File: config.mk
export PLATFORM = sky130hd
export DESIGN_NAME = zpu_sd_sector_ctrl
export DESIGN_NICKNAME = d
export VERILOG_FILES = /design/src/rtl/zpu_sd_pkg.sv /design/src/rtl/zpu_sd_sector_ctrl_strobe_edge.sv /design/src/rtl/zpu_sd_sector_ctrl.sv
export SDC_FILE = /design/constraint.sdc
export NUM_CORES = 1
export LEC_CHECK = 0
export BUFFER_PORTS_ARGS = -buffer_cell sky130_fd_sc_hd__buf_2
export CORE_MARGIN = 2
export CORE_UTILIZATION = 45
export CTS_BUF_LIST = sky130_fd_sc_hd__clkbuf_8
export DETAILED_ROUTE_END_ITERATION = 6
export PLACE_DENSITY_LB_ADDON = 0.15
export SYNTH_ARGS = -nofsm -noshare
export SYNTH_HDL_FRONTEND = slang
export SYNTH_SLANG_ARGS = --single-unit
File: constraint.sdc
create_clock -name clk_sys -period 4.66 [get_ports clk_sys]
set_clock_uncertainty 0.2 [all_clocks]
set_input_delay 1.398 -clock clk_sys [delete_from_list [all_inputs] [get_ports clk_sys]]
set_output_delay 1.398 -clock clk_sys [all_outputs]
set_load 0.1 [all_outputs]
File: src/rtl/zpu_sd_pkg.sv
// Shared types and bit positions for the ZPU virtual-SD sector controller.
// Status word layout and OUT2 command bit positions.
package zpu_sd_pkg;

  typedef enum logic [1:0] {
    S_IDLE,
    S_REQ,
    S_ACK
  } state_e;

  localparam int ST_DONE  = 0;
  localparam int ST_MNT   = 1;
  localparam int ST_FNO   = 2;
  localparam int ST_FTYPE = 5;
  localparam int ST_RO    = 7;

  localparam int LBA_SEL = 0;
  localparam int BLK_RD  = 1;
  localparam int BLK_WR  = 2;

endpackage

File: src/rtl/zpu_sd_sector_ctrl_strobe_edge.sv
// Delayed strobe edge detector producing a one-cycle pulse.
// DEPTH registers of delay; RISE selects rising or falling edge.
module strobe_edge #(
  parameter int DEPTH = 1,
  parameter bit RISE  = 1'b1
) (
  input  logic clk_i,
  input  logic sig_i,
  output logic pulse_o
);

  logic [DEPTH-1:0] pipe_q;
  logic [DEPTH:0]   tap;
  logic             cur;
  logic             prv;

  assign tap = {pipe_q, sig_i};
  assign cur = tap[DEPTH-1];
  assign prv = tap[DEPTH];

  // Left unreset so a strobe held across reset does not fake an edge.
  always_ff @(posedge clk_i) begin
    pipe_q <= tap[DEPTH-1:0];
  end

  assign pulse_o = RISE ? (cur & ~prv) : (~cur & prv);

endmodule

File: src/rtl/zpu_sd_sector_ctrl.sv
// Sector transfer sequencer between ZPU registers and HPS virtual SD.
// Owns buffer port B addressing, the LBA register and the status word.
import zpu_sd_pkg::*;

module zpu_sd_sector_ctrl #(
  parameter int ADDR_W = 9,
  parameter int TMO_W  = 24
) (
  input  logic              clk_sys,
  input  logic              reset,
  input  logic              cmd_lba_sel,
  input  logic              cmd_blk_rd,
  input  logic              cmd_blk_wr,
  input  logic              zpu_io_wr,
  input  logic              zpu_data_wr,
  input  logic              zpu_data_rd,
  input  logic [31:0]       zpu_wdata,
  output logic [31:0]       zpu_rdata,
  output logic [7:0]        zpu_status,
  output logic              tmo_err,
  output logic              busy,
  output logic [31:0]       sd_lba,
  output logic              sd_rd,
  output logic              sd_wr,
  input  logic              sd_ack,
  output logic [ADDR_W-1:0] buf_addr,
  output logic              buf_wr,
  output logic [7:0]        buf_wdata,
  input  logic [7:0]        buf_q,
  input  logic              img_mounted,
  input  logic [31:0]       img_size,
  input  logic [7:0]        ioctl_index
);

  logic [2:0] out2;
  logic       lba_sel;
  logic       dwr_p;
  logic       drd_p;
  logic       brd_p;
  logic       bwr_p;
  logic       mnt_p;
  logic       unused_idx;

  assign out2    = {cmd_blk_wr, cmd_blk_rd, cmd_lba_sel};
  assign lba_sel = out2[LBA_SEL];
  assign unused_idx = ^ioctl_index[5:0];

  strobe_edge #(.DEPTH(2), .RISE(1'b1)) u_dwr (
    .clk_i(clk_sys), .sig_i(zpu_data_wr), .pulse_o(dwr_p)
  );
  strobe_edge #(.DEPTH(1), .RISE(1'b0)) u_drd (
    .clk_i(clk_sys), .sig_i(zpu_data_rd), .pulse_o(drd_p)
  );
  strobe_edge #(.DEPTH(1), .RISE(1'b1)) u_brd (
    .clk_i(clk_sys), .sig_i(out2[BLK_RD]), .pulse_o(brd_p)
  );
  strobe_edge #(.DEPTH(1), .RISE(1'b1)) u_bwr (
    .clk_i(clk_sys), .sig_i(out2[BLK_WR]), .pulse_o(bwr_p)
  );
  strobe_edge #(.DEPTH(1), .RISE(1'b1)) u_mnt (
    .clk_i(clk_sys), .sig_i(img_mounted), .pulse_o(mnt_p)
  );

  state_e           state_q, state_d;
  logic             sd_rd_q, sd_rd_d;
  logic             sd_wr_q, sd_wr_d;
  logic             done_q, done_d;
  logic             tmo_q, tmo_d;
  logic [TMO_W-1:0] timer_q, timer_d;
  logic [TMO_W-1:0] timer_inc;
  logic             tmo_hit;

  assign timer_inc = timer_q + TMO_W'(1);
  assign tmo_hit   = &timer_inc;

  always_ff @(posedge clk_sys) begin
    if (reset) begin
      state_q <= S_IDLE;
      sd_rd_q <= 1'b0;
      sd_wr_q <= 1'b0;
      done_q  <= 1'b1;
      tmo_q   <= 1'b0;
      timer_q <= '0;
    end else begin
      state_q <= state_d;
      sd_rd_q <= sd_rd_d;
      sd_wr_q <= sd_wr_d;
      done_q  <= done_d;
      tmo_q   <= tmo_d;
      timer_q <= timer_d;
    end
  end

  always_comb begin
    state_d = state_q;
    unique case (state_q)
      S_IDLE: if (brd_p || bwr_p) state_d = S_REQ;
      S_REQ: begin
        if (tmo_hit)     state_d = S_IDLE;
        else if (sd_ack) state_d = S_ACK;
      end
      S_ACK: if (tmo_hit || !sd_ack) state_d = S_IDLE;
      default: state_d = S_IDLE;
    endcase
  end

  always_comb begin
    sd_rd_d = sd_rd_q;
    sd_wr_d = sd_wr_q;
    done_d  = done_q;
    tmo_d   = tmo_q;
    timer_d = timer_q;
    if (state_q == S_IDLE) begin
      // Simultaneous edges: the read is taken, the write is dropped.
      if (brd_p || bwr_p) begin
        sd_rd_d = brd_p;
        sd_wr_d = ~brd_p;
        done_d  = 1'b0;
        tmo_d   = 1'b0;
        timer_d = '0;
      end
    end else begin
      timer_d = timer_inc;
      if (tmo_hit) begin
        sd_rd_d = 1'b0;
        sd_wr_d = 1'b0;
        done_d  = 1'b1;
        tmo_d   = 1'b1;
      end else if (state_q == S_REQ && sd_ack) begin
        sd_rd_d = 1'b0;
        sd_wr_d = 1'b0;
      end else if (state_q == S_ACK && !sd_ack) begin
        done_d = 1'b1;
      end
    end
  end

  logic [31:0]       lba_q;
  logic [ADDR_W-1:0] addr_q;
  logic              bwr_q;
  logic              mnt_q;
  logic [2:0]        fno_q;
  logic              ro_q;
  logic [1:0]        ftype_q;
  logic [31:0]       fsize_q;

  always_ff @(posedge clk_sys) begin
    if (reset) begin
      lba_q  <= '0;
      addr_q <= '0;
      bwr_q  <= 1'b0;
      mnt_q  <= |img_size;
      fno_q  <= '0;
      ro_q   <= 1'b1;
    end else begin
      bwr_q <= dwr_p & ~lba_sel;
      if (dwr_p && lba_sel) lba_q <= zpu_wdata;
      // The write strobe bumps the address one cycle after buf_wr.
      if (zpu_io_wr) addr_q <= '0;
      else addr_q <= addr_q + ADDR_W'(bwr_q) + ADDR_W'(drd_p);
      if (mnt_p) begin
        mnt_q <= ~mnt_q;
        fno_q <= '0;
        ro_q  <= 1'b1;
      end
    end
  end

  always_ff @(posedge clk_sys) begin
    if (mnt_p) begin
      ftype_q <= ioctl_index[7:6];
      fsize_q <= img_size;
    end
  end

  always_comb begin
    zpu_status                 = '0;
    zpu_status[ST_DONE]        = done_q;
    zpu_status[ST_MNT]         = mnt_q;
    zpu_status[ST_FNO +: 3]    = fno_q;
    zpu_status[ST_FTYPE +: 2]  = ftype_q;
    zpu_status[ST_RO]          = ro_q;
  end

  assign zpu_rdata = lba_sel ? fsize_q : {24'b0, buf_q};
  assign tmo_err   = tmo_q;
  assign busy      = (state_q != S_IDLE);
  assign sd_lba    = lba_q;
  assign sd_rd     = sd_rd_q;
  assign sd_wr     = sd_wr_q;
  assign buf_addr  = addr_q;
  assign buf_wr    = bwr_q;
  assign buf_wdata = zpu_wdata[7:0];

endmodule

==> results.json <==
{
  "power_switching_uw": 788,
  "core_area_um2": 10800,
  "p_sw_frac": 0.319,
  "synth_edf_count": 35,
  "fin_area_um2": 6250,
  "drive_above_1_share": 0.331,
  "crit_arrival_ns": 2.53,
  "portBuffers": 173,
  "drv_slew": 0,
  "fin_util": 0.577,
  "internal_power_mw": 1.68,
  "muxShareOfSynthArea": 0.0201,
  "synth-main-ff-cell": "dfxtp_1",
  "synthTopCellsByArea": "dfxtp_1 (31%), edfxtp_1 (21%), nand2_1 (6.9%)",
  "fin_crit_sh": 0.887,
  "synth.distinct_cells": 53,
  "yosysTopAreaCell": "dfxtp_1",
  "fp.dieArea_um2": 11900,
  "grt_setup_unrepaired": "no",
  "antenna_found_initial": 0,
  "hpwl_mm": 8.61,
  "n_fill_cell": 1013,
  "area_growth_pct": 25.4,
  "layout_commonest_cell": "buf_2",
  "row_count": 38,
  "ys_seq_elements": 113,
  "drt-wirelength-per-cell_um": 14.4,
  "setup_viol": 0,
  "instances_no_fill": 844,
  "finalHoldViolations": 0,
  "grt_use_total": 0.200,
  "syn_area_um2": 4980,
  "tns_ns": 0,
  "clkLatencyLatePin_ns": 0.43,
  "status": "completed",
  "power.leakage_nw": 2.59,
  "synth_warnings": 0,
  "path_clk_slew_ns": 0.07,
  "nets": 785,
  "cts_tree": "yes",
  "gp_congestion": 0.772,
  "cts_resized": 0,
  "async_reset_ff_frac": 0,
  "power_frac_seq": 0.432,
  "cp_max_fo": 35,
  "power_frac_clock": 0.377,
  "ant_nets": 0,
  "p_comb_frac": 0.192,
  "slew_headroom": 0.477,
  "fp.dieW_um": 109,
  "cellPowerDensity_nw_per_um2": 395,
  "dr.pass1.iters": 5,
  "cts_setup_buffers": 0,
  "syn_avg_cell_area_um2": 9.25,
  "diodes": 0,
  "cts-root-buf": "clkbuf_8",
  "critPathKind": "in -> out",
  "grt_pass1_wl_mm": 18.3,
  "grt_max_degree": 69,
  "synth_top_family_by_area": "simple AND/OR/NAND/NOR gates",
  "synth-compound-area-share": 0.122,
  "dp.cells": 812,
  "initial_utilization": 0.460,
  "critical_path_required_ns": 3.06,
  "multi_input_area_um2": 2100,
  "hold_class": "reg -> reg",
  "grt_overflow": 0,
  "h-tree-depth": 4,
  "yosys.area_share.simple": 0.242,
  "max_clock_freq_ghz": 0.242,
  "ys_seq_area_frac": 0.524,
  "finalWorstSetupSlack_ns": 0.528,
  "postCtsHoldBufs": 0,
  "ios": 184,
  "worst_setup_path_end_kind": "output port",
  "critPathLaunchType": "input port",
  "yosys.area_share.adder": 0.0115,
  "vias": 4297,
  "ir_worst_vdd_mv": 0.172,
  "synth.top_cell.area_share": 0.313,
  "cts_buffers": 17,
  "synthCells": 539,
  "finalCriticalPeriod_ns": 4.13,
  "regArea_um2": 2610,
  "first_iter_violations": 275,
  "worstMarginPinSlew_ns": 0.781,
  "grt_pass1_vias": 3805,
  "synth_xor_area_frac": 0.0228,
  "cap_viol_max_count": 0,
  "avgViaCountPerCell": 5.09,
  "wl_mm": 12.2,
  "drcViolationCount": 0,
  "place_area_um2": 5840,
  "dieHeight_um": 109,
  "worst_hold_slack_ns": 0.184,
  "clockBufferDepth": 2,
  "total_power_mw": 2.47,
  "mostFrequentLayoutCells": "buf_2 (173), nand2_1 (91), dfxtp_1 (78)",
  "clock_sinks": 113,
  "dpl_worst_slack_ns": 0.503
}
## path summary, 6_finish.rpt
kind	startpoint	endpoint	slack, ns	cells past startpoint
worst max-delay path	cmd_lba_sel	zpu_rdata[4]	0.53	3
worst min-delay path	u_dwr.pipe_q[0]$_DFF_P_	u_dwr.pipe_q[1]$_DFF_P_	0.18	0
worst max register to register	timer_q[0]$_SDFFE_PP0P_	sd_rd$_SDFFE_PP0P_	1.29	8
worst min register to register	u_dwr.pipe_q[0]$_DFF_P_	u_dwr.pipe_q[1]$_DFF_P_	0.18	0
## power by group through the flow
stage / Clock, mW / Sequential, mW / Combinational, mW
4_1_cts: 0.956 / 1.07 / 0.476
5_1_grt: 0.998 / 1.07 / 0.501
3_5_place_dp: 0 / 1.09 / 0.476
2_1_floorplan: 0 / 1.17 / 0.296
6_report: 0.931 / 1.07 / 0.474
3_3_place_gp: 0 / 1.09 / 0.469
## layout make-up
class / instances / area share
Clock buffer: 22 / 0.0484
Clock inverter: 10 / 0.0172
Inverter: 11 / 0.00661
Multi-Input combinational cell: 369 / 0.336
Sequential cell: 113 / 0.418
Tap cell: 140 / 0.0280
Timing Repair Buffer: 179 / 0.146
## sequential cells by signal, indices dropped and copies added, names as in the netlist, 2 cells and up
signal,cells
buf_addr,9
timer_q,24
u_dwr.pipe_q,2
sd_lba,32
ftype_q,2
state_q,2
fsize_q,32
## critical path, cell delays in order
cell and delay, ns:
buf_2 0.42, mux2_2 0.41, buf_2 0.29
## Yosys cell counts, types with 4 or more instances
master,number
a31oi_1,5
inv_1,11
and3_1,5
dfxtp_1,78
o21ai_0,20
xnor2_1,6
buf_2,6
mux2_2,8
edfxtp_1,35
buf_4,14
xor2_1,7
clkbuf_1,28
a21oi_1,55
nand2b_1,7
nor3_1,7
nor4_1,15
nand3_1,14
nor2b_1,5
a311oi_1,5
nand2_1,91
and2_1,24
or2_2,4
nor2_1,39
## metal layers
layer	track usage	share of wire	vias to the layer above
li1	-	-	2161
met1	0.243	0.42	1984
met2	0.329	0.49	147
met3	0.0687	0.085	5
met4	0.0705	0.0047	0
met5	0	0	-
## logic make-up (layout without fill, tap and decap cells)
logic type / after synthesis / after routing
simple gates: 236 / 236
flops: 113 / 113
compound gates: 103 / 103
buf+inv: 59 / 222
xor+xnor: 13 / 13
mux: 9 / 9
fa+ha+maj: 4 / 4
other cells: 2 / 4
Note: power is estimated with default switching activity, not from simulation.
